$ cat src/rtl/muldiv_pkg.sv
// Shared types and helpers for the RV32M multiply/divide unit.
// The divider is built only when MULDIV_DIV_EN is defined.
package muldiv_pkg;

  localparam int unsigned MULDIV_XLEN_DEFAULT = 32;

  typedef enum logic [2:0] {
    OpMul    = 3'b000,
    OpMulh   = 3'b001,
    OpMulhsu = 3'b010,
    OpMulhu  = 3'b011,
    OpDiv    = 3'b100,
    OpDivu   = 3'b101,
    OpRem    = 3'b110,
    OpRemu   = 3'b111
  } muldiv_op_e;

  typedef enum logic [2:0] {
    StateIdle = 3'd0,
    StateMul  = 3'd1,
    StateDiv  = 3'd2,
    StateFix  = 3'd3,
    StateDone = 3'd4
  } muldiv_state_e;

  // True when rs1 is interpreted as a signed value.
  function automatic logic op_is_signed(input logic [2:0] op);
    return (op == OpMulh) || (op == OpMulhsu) || (op == OpDiv) || (op == OpRem);
  endfunction

endpackage

$ cat src/rtl/div_restoring_step.sv
// One unsigned restoring-division iteration: shift in the next dividend bit,
// trial-subtract the divisor, keep the difference only when it is non-negative.
module div_restoring_step #(
  parameter int unsigned XLEN = 32
) (
  input  logic [XLEN-1:0] rem_in,
  input  logic [XLEN-1:0] quo_in,
  input  logic [XLEN-1:0] divisor,
  output logic [XLEN-1:0] rem_out,
  output logic [XLEN-1:0] quo_out
);

  logic [XLEN:0] shifted;
  logic [XLEN:0] diff;

  always_comb begin
    shifted = {rem_in, quo_in[XLEN-1]};
    diff    = shifted - {1'b0, divisor};
    if (!diff[XLEN]) begin
      rem_out = diff[XLEN-1:0];
      quo_out = {quo_in[XLEN-2:0], 1'b1};
    end else begin
      rem_out = shifted[XLEN-1:0];
      quo_out = {quo_in[XLEN-2:0], 1'b0};
    end
  end

endmodule

$ cat src/rtl/muldiv_unit.sv
// Multi-cycle RV32M multiply/divide unit with valid/ready handshakes.
// Define MULDIV_DIV_EN to build the divider; otherwise div ops return illegal.
module muldiv_unit
  import muldiv_pkg::*;
#(
  parameter int unsigned XLEN = MULDIV_XLEN_DEFAULT
) (
  input  logic            clk,
  input  logic            rst_n,
  input  logic            in_valid,
  output logic            in_ready,
  input  logic [2:0]      op,
  input  logic [XLEN-1:0] rs1_data,
  input  logic [XLEN-1:0] rs2_data,
  output logic            out_valid,
  input  logic            out_ready,
  output logic [XLEN-1:0] rd_data,
  output logic            illegal
);

  localparam logic [2:0] StIdle = StateIdle;
  localparam logic [2:0] StMul  = StateMul;
  localparam logic [2:0] StDone = StateDone;

  logic [2:0]      state_q, state_d;
  logic [2:0]      op_q, op_d;
  logic [XLEN-1:0] a_q, a_d, b_q, b_d;
  logic [XLEN-1:0] result_q, result_d;
  logic            illegal_q, illegal_d;

  // Multiplier: both operands extended to 2*XLEN with op-dependent signedness.
  logic            a_sgn, b_sgn;
  logic [2*XLEN-1:0] a_ext, b_ext, prod;
  logic [XLEN-1:0] mul_res;

  always_comb begin
    a_sgn   = op_is_signed(op_q);
    b_sgn   = (op_q == OpMulh);
    a_ext   = {{XLEN{a_sgn & a_q[XLEN-1]}}, a_q};
    b_ext   = {{XLEN{b_sgn & b_q[XLEN-1]}}, b_q};
    prod    = a_ext * b_ext;
    mul_res = (op_q == OpMul) ? prod[XLEN-1:0] : prod[2*XLEN-1:XLEN];
  end

`ifdef MULDIV_DIV_EN
  localparam logic [2:0] StDiv = StateDiv;
  localparam logic [2:0] StFix = StateFix;
  localparam int unsigned CntW = $clog2(XLEN + 1);
  localparam logic [XLEN-1:0] MinNeg = {1'b1, {(XLEN - 1){1'b0}}};

  logic [XLEN-1:0] rem_q, rem_d, quo_q, quo_d, rem_nxt, quo_nxt;
  logic            neg_quo_q, neg_quo_d, neg_rem_q, neg_rem_d;
  logic [CntW-1:0] cnt_q, cnt_d;
  logic            in_sgn, rs1_neg, rs2_neg;

  assign in_sgn  = op_is_signed(op);
  assign rs1_neg = in_sgn & rs1_data[XLEN-1];
  assign rs2_neg = in_sgn & rs2_data[XLEN-1];

  div_restoring_step #(
    .XLEN(XLEN)
  ) u_step (
    .rem_in (rem_q),
    .quo_in (quo_q),
    .divisor(b_q),
    .rem_out(rem_nxt),
    .quo_out(quo_nxt)
  );
`endif

  always_comb begin
    state_d   = state_q;
    op_d      = op_q;
    a_d       = a_q;
    b_d       = b_q;
    result_d  = result_q;
    illegal_d = illegal_q;
`ifdef MULDIV_DIV_EN
    rem_d     = rem_q;
    quo_d     = quo_q;
    neg_quo_d = neg_quo_q;
    neg_rem_d = neg_rem_q;
    cnt_d     = cnt_q;
`endif
    case (state_q)
      StIdle: begin
        if (in_valid) begin
          op_d      = op;
          a_d       = rs1_data;
          b_d       = rs2_data;
          illegal_d = 1'b0;
          if (!op[2]) begin
            state_d = StMul;
          end else begin
`ifdef MULDIV_DIV_EN
            // Special cases preload the final values with no sign fix-up.
            neg_quo_d = 1'b0;
            neg_rem_d = 1'b0;
            if (rs2_data == '0) begin
              quo_d   = '1;
              rem_d   = rs1_data;
              state_d = StFix;
            end else if (in_sgn && (rs1_data == MinNeg) && (rs2_data == '1)) begin
              quo_d   = MinNeg;
              rem_d   = '0;
              state_d = StFix;
            end else begin
              quo_d     = rs1_neg ? -rs1_data : rs1_data;
              b_d       = rs2_neg ? -rs2_data : rs2_data;
              rem_d     = '0;
              neg_quo_d = rs1_neg ^ rs2_neg;
              neg_rem_d = rs1_neg;
              cnt_d     = CntW'(XLEN);
              state_d   = StDiv;
            end
`else
            illegal_d = 1'b1;
            state_d   = StMul;
`endif
          end
        end
      end
      StMul: begin
        result_d = illegal_q ? '0 : mul_res;
        state_d  = StDone;
      end
`ifdef MULDIV_DIV_EN
      StDiv: begin
        rem_d = rem_nxt;
        quo_d = quo_nxt;
        cnt_d = cnt_q - CntW'(1);
        if (cnt_q == CntW'(1)) state_d = StFix;
      end
      StFix: begin
        if (op_q[1]) result_d = neg_rem_q ? -rem_q : rem_q;
        else         result_d = neg_quo_q ? -quo_q : quo_q;
        state_d = StDone;
      end
`endif
      StDone: begin
        if (out_ready) state_d = StIdle;
      end
      default: state_d = StIdle;
    endcase
  end

  always_ff @(posedge clk or negedge rst_n) begin
    if (!rst_n) begin
      state_q   <= StIdle;
      op_q      <= '0;
      a_q       <= '0;
      b_q       <= '0;
      result_q  <= '0;
      illegal_q <= 1'b0;
`ifdef MULDIV_DIV_EN
      rem_q     <= '0;
      quo_q     <= '0;
      neg_quo_q <= 1'b0;
      neg_rem_q <= 1'b0;
      cnt_q     <= '0;
`endif
    end else begin
      state_q   <= state_d;
      op_q      <= op_d;
      a_q       <= a_d;
      b_q       <= b_d;
      result_q  <= result_d;
      illegal_q <= illegal_d;
`ifdef MULDIV_DIV_EN
      rem_q     <= rem_d;
      quo_q     <= quo_d;
      neg_quo_q <= neg_quo_d;
      neg_rem_q <= neg_rem_d;
      cnt_q     <= cnt_d;
`endif
    end
  end

  assign in_ready  = (state_q == StIdle);
  assign out_valid = (state_q == StDone);
  assign rd_data   = result_q;
  assign illegal   = illegal_q;

endmodule
$ cat config.mk
export PLATFORM = sky130hd
export DESIGN_NAME = muldiv_unit
export DESIGN_NICKNAME = d
export VERILOG_FILES = /design/src/rtl/muldiv_pkg.sv /design/src/rtl/div_restoring_step.sv /design/src/rtl/muldiv_unit.sv
export SDC_FILE = /design/constraint.sdc
export NUM_CORES = 2
export LEC_CHECK = 0
export CAP_MARGIN = 20
export CELL_PAD_IN_SITES_DETAIL_PLACEMENT = 0
export CELL_PAD_IN_SITES_GLOBAL_PLACEMENT = 2
export CORE_ASPECT_RATIO = 0.8
export CORE_MARGIN = 1
export CORE_UTILIZATION = 46
export CTS_CLUSTER_SIZE = 20
export DETAILED_ROUTE_END_ITERATION = 6
export PLACE_DENSITY = 0.92
export SETUP_SLACK_MARGIN = 0.5
export SLEW_MARGIN = 20
export SYNTH_ARGS = -nofsm -noshare
export SYNTH_HDL_FRONTEND = slang
export SYNTH_SLANG_ARGS = --single-unit
$ cat constraint.sdc
create_clock -name clk -period 24.7 [get_ports clk]
set_input_delay 4.94 -clock clk [delete_from_list [all_inputs] [get_ports clk]]
set_output_delay 4.94 -clock clk [all_outputs]
set_load 0.02 [all_outputs]
Word-level counts from Yosys, hierarchy flattened
Cells that the tools add are included. W data, S select, Z words.

Add/subtract/negate cells: 0. Multipliers: 1. Divide/modulo/power cells: 0. Magnitude comparators: 0. Equality and inequality tests: 8. Shifts and indexed selects: 0. Multiplexer cells: 6. Bitwise gates (word level): 2. Reductions and logical operators: 7.

Operators by type and width (number): $mul A33 B33 Y64 (1); $mux W32 (2); $eq A3 B3 Y1 const B (3); $pmux W3 S3 (1); $eq A3 B1 Y1 const B (2); $logic_not A3 Y1 (2); $mux W3 (2); $reduce_and A2 Y1 (2); $eq A3 B2 Y1 const B (1); $logic_or A1 B1 Y1 (3); $and A1 B1 Y1 (2); $ne A2 B1 Y1 const B (1); $ne A2 B2 Y1 const B (1); $mux W1 (1).

Register bits: 103. Latch bits: 0. RAM bits: 0. Bits in read-only memories: 0. Input port bits: 71. Output and inout bits: 35. Word-level logic and storage cells: 30. Memories: 0.

Longest topological paths before layout
Depth in word-level cells: 8. Mapped depth: 35. Mapped depth without buffers: 30.

Worst setup path before layout
No wires, ideal clock.

Path kind: register to register. Start: register op_q[2]. End: register result_q[31], in the netlist rd_data[31]. Setup time: 0.122 ns. Arrival: 8.715 ns. Required time: 24.578 ns. Slack: 15.863 ns. Cell stages (with the launch flop): 35. Buffers on the path: 6. Clock period less this slack: 8.837 ns. Cells stage by stage: dfrtp_1 > clkbuf_1 > or3_1 > clkbuf_1 > and3_1 > clkbuf_1 > buf_1 > nand2_1 > fa_1 > inv_1 > fa_1 > fa_1 > inv_1 > fa_1 > clkbuf_1 > buf_1 > xnor2_1 > ha_1 > fa_1 > fa_1 > inv_1 > fa_1 > inv_1 > ha_1 > a21oi_1 > o21bai_1 > a21o_1 > a21o_1 > a21o_1 > a21o_1 > a21oi_1 > o211ai_1 > xnor2_1 > nand2_1 > a32o_1.

Longest elaborated chain between the ends: 8. Elaborated cells on any way between the ends: 13. Classes of those cells: mul: 1; eq/ne: 4; mux: 2; bitwise: 2; reduce/logical: 4.

Ends and longest elaborated chain: start: declaration (RTL line muldiv_unit.sv:26) `logic [2:0] op_q, op_d;`; start signal: assignment (RTL line muldiv_unit.sv:164) `op_q <= op_d;`; $eq A3 B1 Y1 / $eq A3 B2 Y1 (equally long branches) (RTL line muldiv_pkg.sv:28, muldiv_unit.sv:38); $logic_or A1 B1 Y1 (3 in a row) (RTL line muldiv_pkg.sv:28) `return (op == OpMulh) || (op == OpMulhsu) || (op == OpDiv) || (op == OpRem);`; $and A1 B1 Y1 (RTL line muldiv_unit.sv:39) `a_ext = {{XLEN{a_sgn & a_q[XLEN-1]}}, a_q};`; $mul A33 B33 Y64 (RTL line muldiv_unit.sv:41) `prod = a_ext * b_ext;`; $mux W32 (*) (RTL line muldiv_unit.sv:42) `mul_res = (op_q == OpMul) ? prod[XLEN-1:0] : prod[2*XLEN-1:XLEN];`; $mux W32 (*) (RTL line muldiv_unit.sv:124) `result_d = illegal_q ? '0 : mul_res;`; end signal: assignment (RTL line muldiv_unit.sv:167) `result_q <= result_d;`; end: declaration (RTL line muldiv_unit.sv:28) `logic [XLEN-1:0] result_q, result_d;`.

Mark *: on every way between the ends. The rest lies on a longest branch, timed or not. A chain may end at the register's enable or synchronous reset.

Worst setup path after layout
Same ends and word-level chain as after synthesis.

==> results.cfg <==
[detailed_routing]
initialDrtViolationCount = 1496
drtPass1Iterations = 5
antenna_violation_net_count_after_detailed_routing = 0
routed_wire_length_per_instance_um = 19.8
post-route-drc-count = 0
detail_route.vias_per_cell = 5.17
finalWirelength_um = 113000
route.vias.total = 29355

[sta]
achievable-frequency_ghz = 0.108
timing_hold_violations_final = 0
final.min_clock_period_ns = 9.29
finalSetupTns_ns = 0
setup_repair_after_global_routing_missed_its_margin = no
worst_pin_slew_ns = 0.957
final_max_slew_viol_count = 0
worst_slew_margin_rel_pct = 36.2
final_setup_violation_count = 0
fin_crit_sh_pct = 37.6
skew_ns = 0.0281

[cells_and_area]
syn_to_final_growth_pct = 5.49
antenna-diode-count = 0
layout-drive-gt1-share_pct = 4.16
mostFrequentLayoutCell = inv_1
nets = 5878
final_cell_mix = inv_1 (1155), fa_1 (1114), nand2_1 (813), and2_1 (315), ha_1 (223)

[outcome]
run_status = finished, final reports clean

[logic_synthesis]
syn_inst = 4564
synth_fa_ha_area_share_pct = 59.7
synth-seq-area-share_pct = 6.01
ys_types = 65
synth-warning-count = 0
synth-seq-cells = 101
synthXorXnorAreaFrac_pct = 1.83
edff_count_synth = 0
synth-simple-area-share_pct = 13.7
synthDominantCellAreaShare_pct = 53.0
synthTopCellsByArea = fa_1 (53%), inv_1 (10%), nand2_1 (7.3%)
yosys_most_used_dff = dfrtp_1
synth.avg_cell_area_um2 = 9.22
combinational_family_with_the_most_area_after_synthesis = adder cells
async_flop_share_pct = 100
synth_compound_area_share_pct = 4.29
synth_area_um2 = 42100
synth_top_area_cell = fa_1
syn_nets = 5972
muxShareOfSynthArea_pct = 1.82

[setup_path]
worstPathRequired_ns = 24.99
worst-endpoint-arrival_ns = 9.58
critical_path_peak_fanout = 31
kind_of_start_point_of_the_critical_path = register
critPathCaptureType = register
critPathKind = register to register

[global_routing]
antenna_violations_before_repair = 2
first_global_vias = 32327
grt_util_all_layers_pct = 25.9
grt_start_max_net_pins = 53
grt.overflow.total = 0
grt_first_pass_wirelength_um = 185000

[clocking]
ctsLongestPathBuffers = 2
cts_resized = 0
htree_levels = 3
cts_root_buffer = clkbuf_16
clock_latency_on_the_worst_skew_pair_ns = 0.43
numClockSinks = 101
cts-hold-fix-buffers = 0
clk_pin_slew_worst_paths_ns = 0.10
tritoncts = built
tritoncts.num_buffers = 9
cts_setup_buffers = 0

[worst_hold_path]
hold_path_class = register to register

[die]
die_area_um2 = 92700
core_area_um2 = 90000
ios = 106
fp.dieW_um = 340
fp.dieH_um = 272
num_rows = 98
initial_core_util_pct = 46.7

[placement]
dp_hpwl_um = 92100
routabilityCongestion = 0.890
buffer_ports.inserted = 105

[job]
timing.max_cap.violations = 0
## state kept, by name, summed over array words and instances, names as in the netlist
register,cells
a_q,32
b_q,32
rd_data,32
op_q,3
state_q,2
## metal layers
layer	wire length, um	track usage [%]
met3	5220	2.82
met5	0	0
met1	51000	37.1
met2	54600	43.2
met4	1800	4.45
## metrics by stage
step	utilization (%)	instance area (um^2)	hold slack, ns	worst slack (ns)	cells
after floorplan	-	42100	0.538	15.86	4564
after global placement	48.9	44000	0.463	15.55	5659
after detailed placement	48.9	44000	0.477	15.47	5659
after CTS	49.3	44400	0.499	15.43	5675
after global routing	49.3	44400	0.518	14.75	5675
final	49.3	44400	0.499	15.41	5675
## cells in the mapped netlist (all sizes together), types with 10 or more instances
cell type and number:
a21o 45, a21oi 75, a22oi 18, a31oi 12, and2 317, buf 19, clkbuf 246, dfrtp 101
fa 1114, ha 223, inv 1155, mux2 67, nand2 813, nand3 22, nand4 11, nor2 67
nor3 10, o21ai 68, xnor2 68, xor2 20
## area by class of cell
cell class / count / area, um^2
fill: 8671 / 45600
clock buffer: 9 / 225
multi-input combinational: 3043 / 34200
tap: 1200 / 1500
sequential: 101 / 2550
inverter: 1155 / 4340
clock inverter: 7 / 98.8
timing repair buffer: 160 / 1460
## worst max-delay path: stages (launching register included)
cell and delay [ns]:
dfrtp_1 0.52, or3_1 0.34, and3_1 0.20, buf_4 0.30
nand2_1 0.22, fa_1 0.64, inv_1 0.13, fa_1 0.56
fa_1 0.53, inv_1 0.07, fa_1 1.09, inv_1 0.50
fa_1 0.59, fa_1 0.50, fa_1 0.49, inv_1 0.05
fa_1 0.47, inv_1 0.04, ha_1 0.36, and2_1 0.24
a21oi_1 0.19, o21ai_0 0.10, a21oi_1 0.33, o211ai_1 0.18
xnor2_1 0.17, nand2_1 0.06, a32o_1 0.25
## kinds of logic (layout without fill, tap and decap cells)
| logic type | after synthesis | in the layout |
|---|---|---|
| AOI/OAI and AO/OA | 274 | 274 |
| xor gates and xnor gates | 88 | 88 |
| adders and majority gates | 1337 | 1337 |
| buffers and inverters | 1420 | 1331 |
| DFF | 101 | 101 |
| muxes | 68 | 68 |
| and+or+nand+nor | 1276 | 1276 |
## final timing paths
path / start / depth (start not counted) / to / slack (ns)
max reg2reg: op_q[2] / 26 / rd_data[31] / 15.41
max in group asynchronous: rst_n / 2 / a_q[27] / 18.67
min in group asynchronous: rst_n / 1 / a_q[0] / 4.63
min: rd_data[6] / 2 / rd_data[6] / 0.50
max: op_q[2] / 26 / rd_data[31] / 15.41
min reg2reg: rd_data[6] / 2 / rd_data[6] / 0.50
Power is not shown: default switching activity piles up to over one toggle a cycle in this logic, so the estimate is an artifact.
